**src/rtl/lsr_pkg.sv**
```systemverilog
// rtl/lsr_pkg.sv - shared state type and line levels for the framed serial transmitter
package lsr_pkg;

    // Frame phases, in the order the line walks through them.
    typedef enum logic [2:0] {
        IDLE   = 3'd0,
        START  = 3'd1,
        DATA   = 3'd2,
        PARITY = 3'd3,
        STOP   = 3'd4
    } state_t;

    localparam logic IDLE_LEVEL  = 1'b1;
    localparam logic START_LEVEL = 1'b0;
    localparam logic STOP_LEVEL  = 1'b1;

endpackage

```
**src/rtl/lsr_tx_if.sv**
```systemverilog
// rtl/lsr_tx_if.sv - word load handshake between a producer and the transmitter
//
// Signals:
//   valid  producer has a word on data
//   ready  transmitter can accept a word this cycle
//   data   WIDTH-bit word, sampled only on valid & ready
interface lsr_tx_if #(
    parameter int WIDTH = 8
);
    logic             valid;
    logic             ready;
    logic [WIDTH-1:0] data;

    modport master (output valid, output data, input ready);
    modport slave  (input valid, input data, output ready);
endinterface

```
**src/rtl/lsr_core.sv**
```systemverilog
// rtl/lsr_core.sv - left-shifting word register with load, shift enable and MSB tap
//
// Ports:
//   clk    system clock
//   rst    asynchronous active-low clear
//   load   synchronous parallel load of data (wins over shift)
//   shift  shift left by one, zero fill
//   data   parallel load value
//   msb    current most significant bit
module lsr_core #(
    parameter int WIDTH = 8
) (
    input  logic             clk,
    input  logic             rst,
    input  logic             load,
    input  logic             shift,
    input  logic [WIDTH-1:0] data,
    output logic             msb
);

    logic [WIDTH-1:0] shreg;

    always_ff @(posedge clk or negedge rst) begin
        if (!rst) begin
            shreg <= '0;
        end else if (load) begin
            shreg <= data;
        end else if (shift) begin
            shreg <= {shreg[WIDTH-2:0], 1'b0};
        end
    end

    assign msb = shreg[WIDTH-1];

endmodule

```
**src/rtl/lsr_tx.sv**
```systemverilog
// rtl/lsr_tx.sv - framed parallel-in serial-out transmitter (start, data MSB-first, even parity, stop)
//
// Ports:
//   clk       system clock
//   rst       asynchronous active-low reset
//   load      word handshake (slave side)
//   shift_en  one-cycle bit-rate strobe; one line bit per strobe
//   l_out     registered serial line, idles high
//   busy      frame in progress
//   done      one-cycle pulse after the stop bit completes
module lsr_tx #(
    parameter int WIDTH     = 8,
    parameter bit PARITY_EN = 1'b1
) (
    input  logic    clk,
    input  logic    rst,
    lsr_tx_if.slave load,
    input  logic    shift_en,
    output logic    l_out,
    output logic    busy,
    output logic    done
);
    import lsr_pkg::*;

    localparam int            CW   = $clog2(WIDTH);
    localparam logic [CW-1:0] LAST = CW'(WIDTH - 1);

    state_t        state;
    logic [CW-1:0] cnt;
    logic          parity;
    logic          msb;
    logic          take;
    logic          core_shift;

    assign load.ready = (state == IDLE);
    assign busy       = (state != IDLE);
    assign take       = (state == IDLE) && load.valid;

    // The register shifts each time a data bit is moved onto the line; the
    // last data bit leaves on the strobe that moves into PARITY/STOP, so no
    // shift is needed there.
    assign core_shift = shift_en &&
                        ((state == START) || ((state == DATA) && (cnt != LAST)));

    lsr_core #(
        .WIDTH (WIDTH)
    ) u_core (
        .clk   (clk),
        .rst   (rst),
        .load  (take),
        .shift (core_shift),
        .data  (load.data),
        .msb   (msb)
    );

    always_ff @(posedge clk or negedge rst) begin
        if (!rst) begin
            state  <= IDLE;
            l_out  <= IDLE_LEVEL;
            cnt    <= '0;
            parity <= 1'b0;
            done   <= 1'b0;
        end else begin
            done <= 1'b0;
            case (state)
                IDLE: begin
                    // shift_en is deliberately not looked at here, so the
                    // start bit always gets a full strobe interval.
                    if (load.valid) begin
                        parity <= ^load.data;
                        cnt    <= '0;
                        l_out  <= START_LEVEL;
                        state  <= START;
                    end
                end
                START: begin
                    if (shift_en) begin
                        l_out <= msb;
                        state <= DATA;
                    end
                end
                DATA: begin
                    if (shift_en) begin
                        if (cnt == LAST) begin
                            if (PARITY_EN) begin
                                l_out <= parity;
                                state <= PARITY;
                            end else begin
                                l_out <= STOP_LEVEL;
                                state <= STOP;
                            end
                        end else begin
                            l_out <= msb;
                            cnt   <= cnt + 1'b1;
                        end
                    end
                end
                PARITY: begin
                    if (shift_en) begin
                        l_out <= STOP_LEVEL;
                        state <= STOP;
                    end
                end
                STOP: begin
                    if (shift_en) begin
                        l_out <= STOP_LEVEL;
                        done  <= 1'b1;
                        state <= IDLE;
                    end
                end
                default: begin
                    l_out <= IDLE_LEVEL;
                    state <= IDLE;
                end
            endcase
        end
    end

endmodule

```
**src/flat_wrapper.sv**
```systemverilog
// flat-port wrapper written by rule: the top's interface ports become plain ports
module lsr_tx_flat import lsr_pkg::*;
#(
    parameter int WIDTH     = 8,
    parameter bit PARITY_EN = 1'b1
)
  (clk, rst, shift_en, l_out, busy, done, load_valid, load_data, load_ready);
  lsr_tx_if #(.WIDTH(WIDTH)) load_i ();
  input  logic clk;
  input  logic rst;
  input  logic shift_en;
  output logic l_out;
  output logic busy;
  output logic done;
  input wire logic [$bits(load_i.valid)-1:0] load_valid;
  input wire logic [$bits(load_i.data)-1:0] load_data;
  output wire logic [$bits(load_i.ready)-1:0] load_ready;
  assign load_i.valid = load_valid;
  assign load_i.data = load_data;
  assign load_ready = load_i.ready;
  lsr_tx #(.WIDTH(WIDTH), .PARITY_EN(PARITY_EN)) u_core (.clk(clk), .rst(rst), .load(load_i), .shift_en(shift_en), .l_out(l_out), .busy(busy), .done(done));
endmodule
```
**config.mk**
```make
export PLATFORM = sky130hd
export DESIGN_NAME = lsr_tx_flat
export DESIGN_NICKNAME = d
export VERILOG_FILES = /design/src/rtl/lsr_pkg.sv /design/src/rtl/lsr_tx_if.sv /design/src/rtl/lsr_core.sv /design/src/rtl/lsr_tx.sv /design/src/flat_wrapper.sv
export SDC_FILE = /design/constraint.sdc
export NUM_CORES = 1
export LEC_CHECK = 0
export ABC_AREA = 0
export CAP_MARGIN = 30
export CORE_ASPECT_RATIO = 0.8
export CORE_MARGIN = 5
export CORE_UTILIZATION = 46
export CTS_CLUSTER_DIAMETER = 80
export DETAILED_ROUTE_END_ITERATION = 10
export GPL_ROUTABILITY_DRIVEN = 0
export PLACE_DENSITY = 0.73
export REMOVE_ABC_BUFFERS = 1
export SYNTH_ARGS = -nofsm -noshare
export SYNTH_HDL_FRONTEND = slang
export SYNTH_HIERARCHICAL = 1
export SYNTH_SLANG_ARGS = --single-unit
```
**constraint.sdc**
```tcl
create_clock -name clk -period 1.9 [get_ports clk]
set_clock_uncertainty 0.2 [all_clocks]
set_input_delay 0.38 -clock clk [delete_from_list [all_inputs] [get_ports clk]]
set_output_delay 0.38 -clock clk [all_outputs]
set_load 0.02 [all_outputs]
```
==> results.md <==
* Slew headroom at 0.788
* Global-route congestion overflow total at 0
* Drt initial violations at 62
* Drt total wl at around 2100 um
* Post-route cell area at 0.00127 mm2
* Critical path required time at between 1.5 and 2 ns
* Setup ws final at -0.0203 ns
* RSZ-0062 raised after global routing: yes
* Startpoint types: register
* CTS buffer count at 3
* Top post-synthesis cells by area: dfrtp_1, mux2i_1, xnor2_1, nand2_1, buf_6
* CTS clk-pin slew, worst paths at roughly 0.10 ns
* Reg-to-Reg Start: u_core/cnt[0]$_DFFE_PN0P_
* Worst vdd ir at slightly below 0.0009 V
* HPWL after detailed placement at between 1000 and 1500 um
* Crit path DAT at roughly 1.9 ns
* DIE AREA at between 0.003 and 0.004 mm2
* Xor/xnor share of the synthesized area at 0.0734
* Slowest cell on crit path: dfrtp_1
* Post-synthesis area per instance at ~10 um2
* Die width at just over 60 um
* Register area share after synthesis at 0.447
* WS Path Type: reg -> reg
* Routed Antenna Nets at 0
* Pwr Density at approximately 1500 mW/mm2
* Synth Register Bits at 17
* Yosys cell types at 30
* Die boundary height at a little over 50 um
* R2R Setup Slk at -0.02 ns
* # fillers at ~160
* Clock insertion delay at the later pin of the skew report at ~0.29 ns
* Slew Viols, Final at 0
* Tmin final at between 1.5 and 2 ns
* Cell count after synthesis at between 90 and 100
* Synth Area in Simple Gates at 0.138
* Wire per inst at 14.4 um
* Area leader, netlist: dfrtp_1
* Status: complete, but fails checks
* Hold buffers post-CTS at 0
* Nets at around 140
* Worst R2R Path Depth at 8
* Via/cell ratio at between 5 and 6
* Io pins at 16
* Logic pwr share at 0.562
* Hold Fails Final Rpt at 0
* Yosys warnings at 6
* Net switching fraction of the power at 0.404
* Critical path cell sequence: ha_2, ha_4, nor3_4, a21oi_2, nor3b_2, buf_6, mux2i_1, o21ai_1
* Critical path's top delay family: flip-flops
* Critical R2R Capture: u_core/u_core/shreg[6]$_DFFE_PN0P_
* Post-synthesis mux area share at 0.106
* Seq pwr share at 0.335
* CTS Sinks at 17
* WP buf/inv at 1
* CTS tree: done
* Max-cap violations at 0
* Vias after detailed routing at around 800
* Most common cell after layout, fill and taps aside: dfrtp_1
* Clock root buffer: clkbuf_4
* H-Tree Depth at 1
* Post-Synthesis Cell Area at 955 um2
* Compound-Gate Fraction of Synth Area at 0.138
* Antenna cells at 0
* CP max FO at 8
* Largest net degree at the start of global routing at 18
* Initial Utilization at 0.495
* Clock buffer depth at 2
* Power share of the clock group at 0.103
* Core Region at between 0.0015 and 0.002 mm2
* Vias in the first global route at between 800 and 900
* Layout cells sized above 1 at 0.258
* Sum of negative setup slack at -0.0323 ns
* Hold Slack at roughly 0.21 ns
* Int Power at roughly 1100 uW
* Placed Area at roughly 0.0012 mm2
* Setup violators final at 4
* Failing checks: setup timing
* First-pass GRT wire length at 3580 um
* Fmax at around 520 MHz
* Post-synth top area share at 0.419
* Initial antenna violation count at 0
* Post-Synth Adder-Cell Area at 0.0262
* Detailed-route DRC error count at 0
* Leak at between 0.0005 and 0.0006 uW
* Setup WS pre-CTS at -0.0921 ns
* Setup crit end kind: register
* Largest family of logic cells by synthesized area: compound AO/OA/AOI/OAI gates
* Switch Pwr at around 760 uW
* Most frequent cells in the layout: dfrtp_1, nand2_1, clkdlybuf4s50_1, buf_4, mux2i_1
* Num rows at 14
* Layout area overhead at 33.2%
* Final period util at 1.01
* Total global-route track usage at 0.157
* Port bufs at 15
* Worst Hold Class: in -> async
* Biggest cell delay along the critical path at between 0.4 and 0.5 ns
* First drt pass iteration count at 4
* Worst Max-Slew Pin Slew at between 0.3 and 0.4 ns
==> repair_timing <==
| action | CTS | global route |
|---|---|---|
| pin swaps | 5 | 7 |
| setup endpoints to repair | 14 | 14 |
| setup buffers | 1 | 1 |
| gates resized for setup | 10 | 9 |
==> metal layers <==
metal,vias up,part of all wire,global-route usage
li1,377,-,-
met2,33,0.49,0.253
met4,0,0.0043,0.0433
met3,2,0.072,0.0641
met5,-,0,0
met1,377,0.43,0.191
==> per-stage QoR <==
step	power, uW	cells	util
2_1_floorplan	1200	87	-
3_3_place_gp	1530	138	0.612
3_5_place_dp	1570	138	0.612
4_1_cts	1790	143	0.643
5_1_grt	2050	144	0.660
6_report	1880	144	0.660
==> worst reg2reg max path, stage by stage, from the launching register on <==
cell and delay, ns:
dfrtp_1 0.41, ha_2 0.21, ha_4 0.17, nor3_4 0.14
a21oi_2 0.05, nor3b_2 0.18, buf_6 0.17, mux2i_1 0.21
o21ai_1 0.09
==> cell usage after synthesis <==
cell,n
buf_2,1
o21ai_0,3
nor3b_1,1
and2_1,1
nor2_1,3
dfstp_2,1
xnor2_1,8
a21oi_1,4
nand2_1,13
o22a_1,1
and3_2,1
nor3_1,2
nand3b_1,1
o21ai_1,7
a311oi_1,1
mux2i_1,9
nand2b_1,1
and3b_1,1
o31ai_1,1
a32o_1,2
buf_6,4
nor2b_1,1
mux2_1,1
dfrtp_1,16
inv_1,3
a211oi_1,1
nor2_4,1
buf_4,1
o221ai_1,1
ha_1,2
==> state kept, by name, summed over array words and instances, names as in the netlist <==
| register | flops |
|---|---|
| u_core/done | 1 |
| u_core/l_out | 1 |
| u_core/state | 3 |
| u_core/cnt | 3 |
| u_core/parity | 1 |
| u_core/u_core/shreg | 8 |
==> cell type report <==
| cell class | count | area (um2) | share of cell area |
|---|---|---|---|
| Clock buffer | 3 | 22.5 | 0.0177 |
| Clock inverter | 1 | 5.00 | 0.00394 |
| Inverter | 3 | 11.3 | 0.00886 |
| Multi-Input combinational cell | 67 | 510 | 0.402 |
| Sequential cell | 17 | 427 | 0.336 |
| Tap cell | 24 | 30.0 | 0.0236 |
| Timing Repair Buffer | 29 | 265 | 0.209 |
==> how the worst max path moves through the flow <==
stage | slack (ns) | cells past startpoint | start | to
2_1_floorplan | -0.61 | 7 | u_core/cnt[0]$_DFFE_PN0P_ | u_core/u_core/shreg[1]$_DFFE_PN0P_
3_3_place_gp | -0.08 | 2 | u_core/state[0]$_DFFE_PN0P_ | load_ready
3_5_place_dp | -0.09 | 8 | u_core/cnt[0]$_DFFE_PN0P_ | u_core/u_core/shreg[1]$_DFFE_PN0P_
4_1_cts | -0.07 | 8 | u_core/cnt[0]$_DFFE_PN0P_ | u_core/u_core/shreg[1]$_DFFE_PN0P_
5_1_grt | -0.16 | 8 | u_core/cnt[0]$_DFFE_PN0P_ | u_core/u_core/shreg[6]$_DFFE_PN0P_
6_report | -0.02 | 8 | u_core/cnt[0]$_DFFE_PN0P_ | u_core/u_core/shreg[6]$_DFFE_PN0P_
==> cells by family (layout without fill, tap and decap cells) <==
family                     Yosys count  count (layout)
AOI/OAI and AO/OA                   21              21
adders and majority gates            2               2
DFF                                 17              17
and+or+nand+nor                     26              26
muxes                               10              10
xor gates and xnor gates             8               8
buffers and inverters                9              36
==> power groups by stage <==
stage | combinational [uW] | sequential [uW] | clock, uW
floorplan | 529 | 674 | 0
global placement | 908 | 620 | 0
detailed placement | 937 | 628 | 0
CTS | 958 | 630 | 205
global route | 1170 | 652 | 229
finish | 1060 | 631 | 195
Power figures use the tool's default switching activity.
